==> config.mk <==
export PLATFORM = sky130hd
export DESIGN_NAME = alu_arbiter_ctrl
export DESIGN_NICKNAME = d
export VERILOG_FILES = /design/src/rtl/alu_arbiter_ctrl.sv
export SDC_FILE = /design/constraint.sdc
export NUM_CORES = 1
export LEC_CHECK = 0
export BUFFER_PORTS_ARGS = -buffer_cell sky130_fd_sc_hd__buf_4
export CAP_MARGIN = 10
export CELL_PAD_IN_SITES_DETAIL_PLACEMENT = 1
export CELL_PAD_IN_SITES_GLOBAL_PLACEMENT = 1
export CORE_MARGIN = 2
export CORE_UTILIZATION = 40
export DETAILED_ROUTE_END_ITERATION = 7
export PLACE_DENSITY_LB_ADDON = 0.12
export SLEW_MARGIN = 5
export SYNTH_ARGS = -nofsm -noshare
export SYNTH_HDL_FRONTEND = slang
export SYNTH_SLANG_ARGS = --single-unit
==> constraint.sdc <==
create_clock -name clk -period 3.71 [get_ports clk]
set_clock_uncertainty 0.05 [all_clocks]
set_input_delay 1.113 -clock clk [delete_from_list [all_inputs] [get_ports clk]]
set_output_delay 1.113 -clock clk [all_outputs]
set_load 0.02 [all_outputs]
==> src/rtl/alu_arbiter_ctrl.sv <==
// alu_arbiter_ctrl: two-requester arbiter in front of a small 8-opcode ALU.
// A request is accepted in IDLE, computed in EXEC and presented in DONE
// until the consumer takes it with rsp_ready.
// Build option: define ALU_ARB_ROUND_ROBIN_EN for round-robin arbitration;
// when it is left undefined, requester 0 has fixed priority.
module alu_arbiter_ctrl #(
  parameter int WIDTH = 8
) (
  input  logic             clk,
  input  logic             rst_n,
  input  logic             req0,
  input  logic             req1,
  input  logic [2:0]       op0,
  input  logic [2:0]       op1,
  input  logic [WIDTH-1:0] a0,
  input  logic [WIDTH-1:0] b0,
  input  logic [WIDTH-1:0] a1,
  input  logic [WIDTH-1:0] b1,
  output logic             gnt0,
  output logic             gnt1,
  output logic             rsp_valid,
  input  logic             rsp_ready,
  output logic             rsp_id,
  output logic [WIDTH-1:0] result,
  output logic             carry,
  output logic             zero
);

  typedef enum logic [1:0] {
    IDLE = 2'd0,
    EXEC = 2'd1,
    DONE = 2'd2
  } state_t;

  localparam logic [2:0] OP_ADD = 3'b000;
  localparam logic [2:0] OP_SUB = 3'b001;
  localparam logic [2:0] OP_INC = 3'b010;
  localparam logic [2:0] OP_DEC = 3'b011;
  localparam logic [2:0] OP_AND = 3'b100;
  localparam logic [2:0] OP_OR  = 3'b101;
  localparam logic [2:0] OP_INV = 3'b110;

  state_t           state_q;
  logic [2:0]       op_q;
  logic [WIDTH-1:0] a_q;
  logic [WIDTH-1:0] b_q;
  logic             id_q;
  logic             rspValid_q;
  logic [WIDTH-1:0] result_q;
  logic             carry_q;
  logic             zero_q;

  logic             anyReq;
  logic             winner_d;
  logic [WIDTH-1:0] result_d;
  logic             carry_d;

`ifdef ALU_ARB_ROUND_ROBIN_EN
  // Priority pointer: the requester that wins the next tie.
  logic ptr_q;

  // On a tie the pointer decides; otherwise whoever is requesting wins.
  always_comb begin
    winner_d = 1'b0;
    if (req0 && req1) begin
      winner_d = ptr_q;
    end else if (req1) begin
      winner_d = 1'b1;
    end
  end

  // The pointer moves to the other requester only when a grant is issued.
  always_ff @(posedge clk or negedge rst_n) begin
    if (!rst_n) begin
      ptr_q <= 1'b0;
    end else if (state_q == IDLE && anyReq) begin
      ptr_q <= ~winner_d;
    end
  end
`else
  // Fixed priority: requester 0 wins whenever it is requesting.
  always_comb begin
    winner_d = 1'b0;
    if (!req0 && req1) begin
      winner_d = 1'b1;
    end
  end
`endif

  assign anyReq = req0 | req1;

  // The grant marks the very cycle in which the operands are sampled, so it
  // is decoded from the IDLE state rather than registered a cycle late.
  assign gnt0 = (state_q == IDLE) && anyReq && !winner_d;
  assign gnt1 = (state_q == IDLE) && anyReq &&  winner_d;

  // ALU on the captured operands; carry is carry-out or borrow.
  always_comb begin
    logic [WIDTH:0] ext;
    ext      = '0;
    result_d = '0;
    carry_d  = 1'b0;
    case (op_q)
      OP_ADD: begin
        ext      = {1'b0, a_q} + {1'b0, b_q};
        result_d = ext[WIDTH-1:0];
        carry_d  = ext[WIDTH];
      end
      OP_SUB: begin
        result_d = a_q - b_q;
        carry_d  = (a_q < b_q);
      end
      OP_INC: begin
        ext      = {1'b0, a_q} + {{WIDTH{1'b0}}, 1'b1};
        result_d = ext[WIDTH-1:0];
        carry_d  = ext[WIDTH];
      end
      OP_DEC: begin
        result_d = a_q - {{(WIDTH-1){1'b0}}, 1'b1};
        carry_d  = (a_q == '0);
      end
      OP_AND:  result_d = a_q & b_q;
      OP_OR:   result_d = a_q | b_q;
      OP_INV:  result_d = ~a_q;
      default: result_d = a_q;
    endcase
  end

  // Main controller: capture in IDLE, compute in EXEC, hold in DONE until
  // rsp_ready; response registers keep their value outside DONE.
  always_ff @(posedge clk or negedge rst_n) begin
    if (!rst_n) begin
      state_q    <= IDLE;
      op_q       <= '0;
      a_q        <= '0;
      b_q        <= '0;
      id_q       <= 1'b0;
      rspValid_q <= 1'b0;
      result_q   <= '0;
      carry_q    <= 1'b0;
      zero_q     <= 1'b0;
    end else begin
      case (state_q)
        IDLE: begin
          if (anyReq) begin
            op_q    <= winner_d ? op1 : op0;
            a_q     <= winner_d ? a1  : a0;
            b_q     <= winner_d ? b1  : b0;
            id_q    <= winner_d;
            state_q <= EXEC;
          end
        end
        EXEC: begin
          result_q   <= result_d;
          carry_q    <= carry_d;
          zero_q     <= (result_d == '0);
          rspValid_q <= 1'b1;
          state_q    <= DONE;
        end
        DONE: begin
          if (rsp_ready) begin
            rspValid_q <= 1'b0;
            state_q    <= IDLE;
          end
        end
        default: begin
          rspValid_q <= 1'b0;
          state_q    <= IDLE;
        end
      endcase
    end
  end

  // The response id is captured together with the result so that it
  // changes only when a new result is produced.
  logic rspId_q;
  always_ff @(posedge clk or negedge rst_n) begin
    if (!rst_n) begin
      rspId_q <= 1'b0;
    end else if (state_q == EXEC) begin
      rspId_q <= id_q;
    end
  end

  assign rsp_valid = rspValid_q;
  assign rsp_id    = rspId_q;
  assign result    = result_q;
  assign carry     = carry_q;
  assign zero      = zero_q;

endmodule

# == Word-level counts from Yosys, hierarchy flattened ==
# Index checks and enable logic that the tools add are counted.
# word_totals
ramBits,0
romBits,0
mem_count,0
regBits,34
in_bits,43
elab_cells,54
latch_bits,0
out_inout_bits,14
# classes
n_bitwise,5
n_reduce_logical,13
n_shift,0
add_sub_neg,4
muxes,11
eq_ne,10
n_div,0
order_cmp,1
n_mul,0
# ops
operator,count
one-hot mux 8 bit (7 select lines),1
zero test 8 bit,2
two-way mux 8 bit,2
"adder 8 x 1 -> 9 bit, second input constant",1
adder 8 x 8 -> 9 bit,1
"== test 3 bit, second input constant",3
AND 8 bit,1
less-than comparator 8 bit,1
inverter 8 bit,1
bitwise OR 8 bit,1
"subtractor 8 x 1 -> 8 bit, second input constant",1
subtractor 8 bit,1
"== test 3 x 2 -> 1 bit, second input constant",2
one-hot mux 2 bit (3 select lines),1
AND reduction 2 bit,3
logical AND 1 bit,4
two-way mux 2 bit,2
"!= test 2 bit, second input constant",2
one-hot mux 1 bit (4 select lines),1
"== test 3 x 1 -> 1 bit, second input constant",1
zero test 3 bit,1
two-way mux 3 bit,1
one-hot mux 1 bit (3 select lines),1
"== test 2 x 1 -> 1 bit, second input constant",1
6 further kinds,8

# == Logic depth before layout (Yosys ltp) ==
# Gate-level depths: netlist of run 1.
# logic_depth
depth_word,5
depth_mapped,12
depth_no_buf,12

# == Worst setup path before layout of run 1 ==
# No wires, ideal clock.
# synth_timing
path_type,input -> output
startpoint,input req0
endpoint,output gnt1
slack_ps,651
t_arrival_ps,1896
t_required_ps,2547
path_buffers,1
cell_stages,2
path_cell_list,nor4b_1 clkbuf_1
# synth_between
elab_chain_len,4
elab_cells_between_ends,6
cone_classes,mux (1); bitwise (1); reduce/logical (4)
# synth_lines
element,line,text
from (decl),11,"input logic req0,"
zero test 1 bit,84,if (!req0 && req1) begin
logical AND 1 bit,84,
two-way mux 1 bit,84,
logical AND 1 bit (*),95,assign gnt1 = (state_q == IDLE) && anyReq && winner_d;
to (decl),20,"output logic gnt1,"
# Mark *: on every way between the ends. The rest lies on a longest branch, timed or not.

# == Final worst setup path of run 1 ==
# layout_timing
startpoint,register a_q[4]
endpoint,register zero_q (netlist: zero)
# layout_between
elab_chain_len,3
elab_cells_between_ends,9
cone_classes,add/sub (4); mux (1); bitwise (3); reduce/logical (1)
# layout_lines
element,line,text
from (decl),45,logic [WIDTH-1:0] a_q;
from (signal assigned),147,a_q <= winner_d ? a1 : a0;
subtractor 8 x 1 -> 8 bit (tied with other cells),119,"result_d = a_q - {{(WIDTH-1){1'b0}}, 1'b1};"
one-hot mux 8 bit (7 select lines) (*),103,case (op_q)
zero test 8 bit (*),156,zero_q <= (result_d == '0);
to (signal assigned),156,
to (decl),51,logic zero_q;
# Marks and branches as above.
# A chain may end at the register's enable or synchronous reset.

==> impl_results.md, run 1 <==
* Crit Reg-Reg Startpoint: a_q[4]$_DFFE_PN0P_
* # diodes at 0
* CP arrival at 3.34 ns
* Die Y at 89.2 microns
* Max_cap viols at 0
* Worst Reg-to-Reg Cells at 10
* Status: finished clean
* Worst Setup End Kind: flip-flop
* Area occupied by multi-input gates at 1850 sq um
* Postcts setup bufs at 0
* Row count at 31
* Crit Path Max Fanout at 8
* Reg-to-Reg End: zero$_DFFE_PN0P_
* Post-synth EDFFs at 0
* WL/cell at 18.0 microns
* Initial cell density of the core at 40.7%
* Mapped cell area at 2900 sq um
* Max rail drop VDD at 0.365 mV
* Worst-Margin Slew at 0.666 ns
* Rel. slew slack at 55.5%
* Vias per cell at 5.67
* DR pass1 iterations at 4
* Final min period at 3.22 ns
* Setup Crit Path Kind: reg2reg
* Layout Nets at 461
* Antenna violations before repair at 0
* Vias in the first global route at 2842
* Clock tree from TritonCTS: done
* Crit. Startpoint: a_q[4]$_DFFE_PN0P_
* Synth warn at 0
* Placer Congestion at 0.893
* Die area at 7950 sq um
* Hold Fails Final Rpt at 0
* Synth async-reset ratio at 100%
* Post-synthesis average cell area at 8.49 sq um
* DRC viols at 0
* Layout cells sized above 1 at 21.8%
* Area delta synth->final at 21.8%
* Setup TNS at 0 ns
* Largest net degree at the start of global routing at 35
* GRT Residual Overflow at 0
* Drt initial violations at 113
* Post-DP HPWL at 6.60 mm
* IO buf count at 56
* Clock Latency Late Sink at 0.30 ns
* Via count at 2773
* Syn_nets at 414
* First-pass GRT wire length at 14.2 mm
* RSZ-0062 raised after global routing: no
* HP Start: rsp_id$_DFFE_PN0P_
* CTS hold repair buffers at 0
* Total clock sinks at 34
* Synthesis-stage register bit count at 34
* Final Core Density at 49.5%
* F_max at 310 MHz
* Post-CTS Resized at 0
* Final period util at 86.9%
* Layout fillers at 899
* All-Layer GR Usage at 23.5%
* HP Class: reg2reg
* Mapped Cells at 342
* Final wirelength at 8.82 mm
* Hold Path End: rsp_id$_DFFE_PN0P_
* Hold Path Depth at 2
* Number of distinct library cells after synthesis at 65
* Pwr Density at 1020 nW/um^2
* Clk slew on worst S/H paths at 0.08 ns
* I/O pin count at 57
* Htree depth at 2
* Die width at 89.2 microns
* Leak at 1.59 nW
* Total CTS buffers at 5
* Setup crit start kind: flip-flop
* Register area at 851 sq um
* Hold_ws at 0.438 ns
* R2R Setup Slk at 0.49 ns
* Clock Path Buffers at 2
* Root Buffer: clkbuf_8
* Remaining antenna violation count after routing at 0
* Final max-slew violation count at 0
* Final Setup Violations at 0
* Top FF cell, synth: dfrtp_1
* Sequential share of the synthesized area at 29.3%
* Core area at 7140 sq um
* Worst Path Required at 3.82 ns
cells in the mapped netlist, types with 3 or more instances:
master	n	area share (%)
nand2b_1	3	0.65
xnor2_1	5	1.5
clkbuf_1	16	2.1
a21oi_1	18	3.1
nand2_1	23	3.0
nand3_1	10	1.7
xor2_1	3	0.91
nor3_1	4	0.69
inv_1	26	3.4
a22oi_1	23	5.9
ha_1	27	12
o21bai_1	4	1.0
a31oi_1	3	0.65
o21ai_0	44	7.6
nor2_1	18	2.3
nor2b_1	8	1.7
dfrtp_1	34	29
o21a_1	3	0.78
a21o_1	3	0.78
mux2i_1	3	1.0
a211oi_1	4	1.0
buf_2	3	0.52
o31ai_1	3	0.78
metal layers:
metal / share of wire [%] / GRT usage (%) / up-vias / routed length (microns)
met2: 50 / 40.2 / 57 / 4370
li1: - / - / 1323 / -
met3: 3.1 / 3.69 / 16 / 274
met1: 46 / 31.0 / 1377 / 4040
met4: 1.5 / 5.83 / 0 / 131
met5: 0 / 0 / - / 0
critical path: stages (launching register included):
cell and delay [ns]:
dfrtp_1 0.54, inv_1 0.22, ha_1 0.45, nor3b_2 0.26, a211oi_2 0.08, a2111oi_2 0.40, nor3_2 0.10, xor2_1 0.25
a21oi_1 0.13, a211oi_1 0.47, o41ai_2 0.15
per-stage QoR:
stage	std cells	setup slack (ns)	cell area [sq um]	total power, mW
after floorplan	342	0.651	2900	2.48
after global placement	481	0.585	3400	3.09
after detailed placement	481	0.590	3400	3.15
after CTS	489	0.492	3530	3.62
after global routing	489	0.251	3530	3.93
final	489	0.486	3530	3.61
layout by cell type (no fill, tap or decap), types with 8 or more instances in the layout:
master,n
buf_4,62
o21ai_0,44
dfrtp_1,34
ha_1,27
inv_1,26
nand2_1,23
a22oi_1,23
nor2_1,18
a21oi_1,18
nand3_1,10
nor2b_1,8
power breakdown:
group          leakage (nW)  internal [mW]  switching [mW]  total [mW]
sequential            0.422          0.549           0.226       0.774
combinational          1.10          0.955            1.44        2.40
clock                0.0683          0.270           0.167       0.436
sequential cells by signal (all words and copies together) (netlist names):
| name | cells |
|---|---|
| a_q | 8 |
| b_q | 8 |
| carry | 1 |
| id_q | 1 |
| op_q | 3 |
| result | 8 |
| rsp_id | 1 |
| rsp_valid | 1 |
| state_q | 2 |
| zero | 1 |
cells by family (layout without fill, tap and decap cells):
family	after synthesis	in the layout	synth area share, %
AOI/OAI and AO/OA	130	130	30.4
adders and majority gates	29	29	13.0
buffers and inverters	51	99	7.24
xor gates and xnor gates	8	8	2.41
muxes	6	6	2.59
and+or+nand+nor	84	84	15.0
DFF	34	34	29.3
area by class of cell:
type,count,share of cell area [%]
inverters,29,3.08
clock inverters,3,1.95
flip-flops and latches,34,24.1
clock buffers,5,1.95
well taps,99,3.50
multi-input cells,257,52.3
repair buffers,62,13.2
how the worst max path moves through the flow:
stage	endpoint	slack, ns	cells after the start
after floorplan	gnt1	0.65	2
after global placement	gnt1	0.59	3
after detailed placement	gnt1	0.59	3
after CTS	zero$_DFFE_PN0P_	0.49	10
after global routing	zero$_DFFE_PN0P_	0.25	10
final	zero$_DFFE_PN0P_	0.49	10
No activity file was read; power rests on OpenSTA's default activity.
==> run 2, diff against run 1 <==
--- a/config.mk
+++ b/config.mk
@@ -13,6 +13,7 @@
 export CORE_UTILIZATION = 40
 export DETAILED_ROUTE_END_ITERATION = 7
 export PLACE_DENSITY_LB_ADDON = 0.12
+export RECOVER_POWER = 100
 export SLEW_MARGIN = 5
 export SYNTH_ARGS = -nofsm -noshare
 export SYNTH_HDL_FRONTEND = slang
==> impl_results.md, run 2 (synthesized netlist as in run 1, its figures left out) <==
* Status: complete, but fails checks
* Failing checks: max-capacitance violations, max-slew violations
* Commonest non-fill, non-tap cell in the layout: o21ai_0
* Placed cell area at 3400 sq um
* Clk slew on worst S/H paths at 0.08 ns
* All-Layer GR Usage at 23.5%
* WL/cell at 18.1 microns
* Clock tree from TritonCTS: done
* IO buf count at 56
* Largest net degree at the start of global routing at 35
* Most frequent CP cell: clkbuf_1
* Hold Fails Final Rpt at 0
* HP Class: reg2reg
* Layout Nets at 461
* Final max-slew violation count at 35
* Max_cap viols at 1
* Postcts setup bufs at 0
* Area delta synth->final at 19.2%
* Root Buffer: clkbuf_8
* CP arrival at 2.19 ns
* Max rail drop VDD at 0.357 mV
* RSZ-0062 raised after global routing: no
* Crit Reg-Reg Startpoint: a_q[4]$_DFFE_PN0P_
* Crit. Startpoint: req0
* Row count at 31
* Total clock sinks at 34
* CP max stage cell: nor4b_1
* Most frequent cells in the layout: o21ai_0, buf_4, dfrtp_1
* Final period util at 90.4%
* Crit Path Max Fanout at 3
* Remaining antenna violation count after routing at 0
* Final Setup Violations at 0
* Setup TNS at 0 ns
* CTS hold repair buffers at 0
* # diodes at 0
* GRT Residual Overflow at 0
* Initial cell density of the core at 40.7%
* Core area at 7140 sq um
* Worst Setup End Kind: primary output
* Die area at 7950 sq um
* CP cell instances: clkbuf_1 -> nor4b_1 -> clkbuf_1
* Via count at 2759
* Worst Path Required at 2.55 ns
* Setup Crit Path Kind: in2out
* Final wirelength at 8.84 mm
* Layout fillers at 917
* Final min period at 3.35 ns
* Clock Latency Late Sink at 0.30 ns
* Worst-Margin Slew at 1.96 ns
* Vias per cell at 5.64
* Antenna violations before repair at 0
* Htree depth at 2
* Vias in the first global route at 2842
* DRC viols at 0
* Total CTS buffers at 5
* Leak at 1.52 nW
* Finished Cell Area at 3460 sq um
* Post-route insts no fill at 489
* Worst Reg-to-Reg Cells at 10
* First-pass GRT wire length at 14.2 mm
* Hold Path Depth at 2
* Final Core Density at 48.5%
* Die Y at 89.2 microns
* Die width at 89.2 microns
* Setup crit start kind: input pin
* Post-DP HPWL at 6.60 mm
* F_max at 298 MHz
* Post-CTS Resized at 0
* DR pass1 iterations at 4
* I/O pin count at 57
* Placed insts at 481
* Clock Path Buffers at 2
* Pwr Density at 1020 nW/um^2
* Drt initial violations at 135
* Rel. slew slack at -30.9%
* Largest stage delay, worst path at 0.69 ns
* Placer Congestion at 0.893
* Layout cells sized above 1 at 16.7%
* HP Start: rsp_id$_DFFE_PN0P_
run 2: changes by cell type in the layout (fill, tap and decap cells not counted), sizes merged:
cell	previous run	this run
buf	62	44
clkbuf	5	23
run 2: path summary, 6_finish.rpt:
check | to | slack (ns)
worst max-delay path | gnt1 | 0.36
worst min-delay path | rsp_id$_DFFE_PN0P_ | 0.44
worst max register to register | zero$_DFFE_PN0P_ | 0.43
worst min register to register | rsp_id$_DFFE_PN0P_ | 0.44
max in group asynchronous | a_q[4]$_DFFE_PN0P_ | 1.18
min in group asynchronous | b_q[5]$_DFFE_PN0P_ | 1.29
run 2: power breakdown:
| part | total [mW] | internal, mW | switching (mW) |
|---|---|---|---|
| clock | 0.434 | 0.270 | 0.165 |
| sequential | 0.770 | 0.549 | 0.221 |
| combinational | 2.33 | 0.897 | 1.44 |
run 2: layout make-up:
type	count	area [sq um]	share of cell area, %
inverter	29	109	3.15
sequential	34	851	24.6
clock inverter	3	68.8	1.99
timing repair buffer	62	402	11.6
multi-input combinational	257	1840	53.1
clock buffer	5	68.8	1.99
tap	99	124	3.58
run 2: layer usage:
layer	up-vias	share of wire, %	track usage, %
met5	-	0	0
met4	0	1.3	5.83
met3	13	2.7	3.69
met2	46	50	40.2
met1	1377	46	31.0
li1	1323	-	-
run 2: metrics by stage:
step / setup WS, ns / hold WS [ns] / power, mW
after floorplan: 0.651 / 0.438 / 2.48
after global placement: 0.585 / 0.419 / 3.09
after detailed placement: 0.590 / 0.426 / 3.15
after CTS: 0.492 / 0.445 / 3.62
after global routing: 0.150 / 0.469 / 3.86
final: 0.356 / 0.436 / 3.54
run 2: critical path: cells and delay by family:
| kind | cells | cell delay (ns) |
|---|---|---|
| buffers and inverters | 2 | 0.39 |
| AND/OR/NAND/NOR | 1 | 0.69 |
==> run 3, diff against run 2 <==
--- a/config.mk
+++ b/config.mk
@@ -8,9 +8,10 @@
 export BUFFER_PORTS_ARGS = -buffer_cell sky130_fd_sc_hd__buf_4
 export CAP_MARGIN = 10
 export CELL_PAD_IN_SITES_DETAIL_PLACEMENT = 1
-export CELL_PAD_IN_SITES_GLOBAL_PLACEMENT = 1
+export CELL_PAD_IN_SITES_GLOBAL_PLACEMENT = 2
+export CORE_ASPECT_RATIO = 1.2
 export CORE_MARGIN = 2
-export CORE_UTILIZATION = 40
+export CORE_UTILIZATION = 33
 export DETAILED_ROUTE_END_ITERATION = 7
 export PLACE_DENSITY_LB_ADDON = 0.12
 export RECOVER_POWER = 100
==> impl_results.md, run 3 (synthesized netlist as in run 1, its figures left out) <==
* WL/cell at 18.4 microns
* HP Class: reg2reg
* Row count at 37
* Hold Fails Final Rpt at 0
* Root Buffer: clkbuf_8
* # diodes at 0
* Finished Cell Area at 3470 sq um
* Largest net degree at the start of global routing at 35
* DR pass1 iterations at 4
* Leak at 1.50 nW
* Total CTS buffers at 5
* Clock Latency Late Sink at 0.31 ns
* Comb pwr share at 65.8%
* First-pass GRT wire length at 15.1 mm
* Global route hottest layer: met2
* Worst-Margin Slew at 1.97 ns
* Sw Pwr at 1.84 mW
* Placer Congestion at 0.857
* R2R Setup Slk at 0.58 ns
* Status: complete, but fails checks
* Die width at 89.6 microns
* Setup Crit Path Kind: in2out
* Die area at 9570 sq um
* Total clock sinks at 34
* Post-DP HPWL at 7.15 mm
* Clk slew on worst S/H paths at 0.07 ns
* Seq pwr share at 23.7%
* Antenna violations before repair at 0
* Crit Reg-Reg Startpoint: a_q[3]$_DFFE_PN0P_
* Setup TNS at 0 ns
* Layout cells sized above 1 at 16.9%
* Worst Reg-to-Reg Cells at 10
* Final wirelength at 9.34 mm
* Initial cell density of the core at 33.9%
* Area delta synth->final at 19.4%
* DRC viols at 0
* Commonest non-fill, non-tap cell in the layout: o21ai_0
* GRT Residual Overflow at 0
* CTS hold repair buffers at 0
* RSZ-0062 raised after global routing: no
* Met3 Use GR at 2.77%
* CP arrival at 1.98 ns
* Final min period at 3.15 ns
* Post-CTS Resized at 0
* Power share of the clock group at 10.5%
* Worst Setup End Kind: primary output
* Hold Path End: result[2]$_DFFE_PN0P_
* Final max-slew violation count at 35
* Max_cap viols at 1
* Setup crit start kind: input pin
* Htree depth at 2
* Core area at 8560 sq um
* Most frequent cells in the layout: o21ai_0, buf_4, dfrtp_1
* Net Sw Frac at 52.7%
* Clock tree from TritonCTS: done
* Vias per cell at 5.51
* Final period util at 84.8%
* Remaining antenna violation count after routing at 0
* HP Start: result[2]$_DFFE_PN0P_
* Failing checks: max-capacitance violations, max-slew violations
* IO buf count at 56
* All-Layer GR Usage at 20.9%
* Clock Path Buffers at 2
* Postcts setup bufs at 0
* P_int at 1.65 mW
* F_max at 318 MHz
* Placed cell area at 3420 sq um
* Met2 Resource Use GR at 36.6%
* Placed insts at 499
* Layout Nets at 461
* Max rail drop VDD at 0.355 mV
* Worst Path Required at 2.55 ns
* Final Setup Violations at 0
* Vias in the first global route at 2953
* Crit Path Max Fanout at 3
* Drt initial violations at 108
* Layout fillers at 1031
* Hold Path Depth at 2
* Via count at 2793
* Post-route insts no fill at 507
* Met1 global-route usage at 25.9%
* Die Y at 107 microns
* Rel. slew slack at -31.7%
* Reg-to-Reg End: zero$_DFFE_PN0P_
* Pwr Density at 1010 nW/um^2
* I/O pin count at 57
==> run 3: changes by cell type in the layout (fill, tap and decap cells not counted) <==
| cell | delta |
|---|---|
| o21ai_0 | +1 |
| clkinv_4 | -1 |
| clkbuf_4 | -1 |
| clkinvlp_4 | +2 |
| nor4b_2 | +1 |
| nor3b_1 | -1 |
| nor4b_1 | -1 |
| bufinv_16 | -1 |
| clkbuf_1 | +1 |
| nor3b_2 | +1 |
| o21ai_1 | -1 |
==> run 3: area by class of cell <==
type	count	area [sq um]	area share, %
multi-input cells	257	1850	53.3
flip-flops and latches	34	851	24.5
repair buffers	62	398	11.5
well taps	117	146	4.22
inverters	29	109	3.14
clock buffers	5	68.8	1.99
clock inverters	3	45.0	1.30
==> run 3: power by group through the flow <==
| stage | Combinational [mW] | Clock (mW) | Sequential [mW] |
|---|---|---|---|
| CTS | 2.38 | 0.377 | 0.835 |
| detailed placement | 2.37 | 0 | 0.842 |
| global route | 2.58 | 0.392 | 0.869 |
| finish | 2.30 | 0.366 | 0.829 |
| global placement | 2.32 | 0 | 0.827 |
| floorplan | 1.73 | 0 | 0.752 |
==> run 3: how the worst max path moves through the flow <==
stage / startpoint / cells past startpoint / slack, ns / endpoint
after floorplan: req0 / 2 / 0.65 / gnt1
after global placement: req0 / 3 / 0.56 / gnt1
after detailed placement: req0 / 3 / 0.53 / gnt1
after CTS: req0 / 3 / 0.53 / gnt1
after global routing: a_q[3]$_DFFE_PN0P_ / 10 / 0.31 / zero$_DFFE_PN0P_
final: req0 / 3 / 0.56 / gnt1
==> run 3: stage by stage <==
stage / total power, mW / hold slack, ns / utilization [%] / setup slack [ns]
after CTS: 3.60 / 0.453 / 41.3 / 0.527
after detailed placement: 3.21 / 0.433 / 39.9 / 0.525
after floorplan: 2.48 / 0.438 / - / 0.651
after global routing: 3.84 / 0.479 / 40.5 / 0.308
final: 3.49 / 0.439 / 40.5 / 0.562
after global placement: 3.15 / 0.417 / 39.9 / 0.561
==> run 3: worst max-delay path, stage by stage <==
cell      delay [ns]
clkbuf_1        0.10
nor4b_2         0.49
clkbuf_1        0.28
==> run 3: metal layers <==
metal | vias to the layer above | wire, microns
met5 | - | 0
met4 | 0 | 178
met3 | 14 | 261
met2 | 42 | 4900
met1 | 1412 | 4000
li1 | 1325 | -
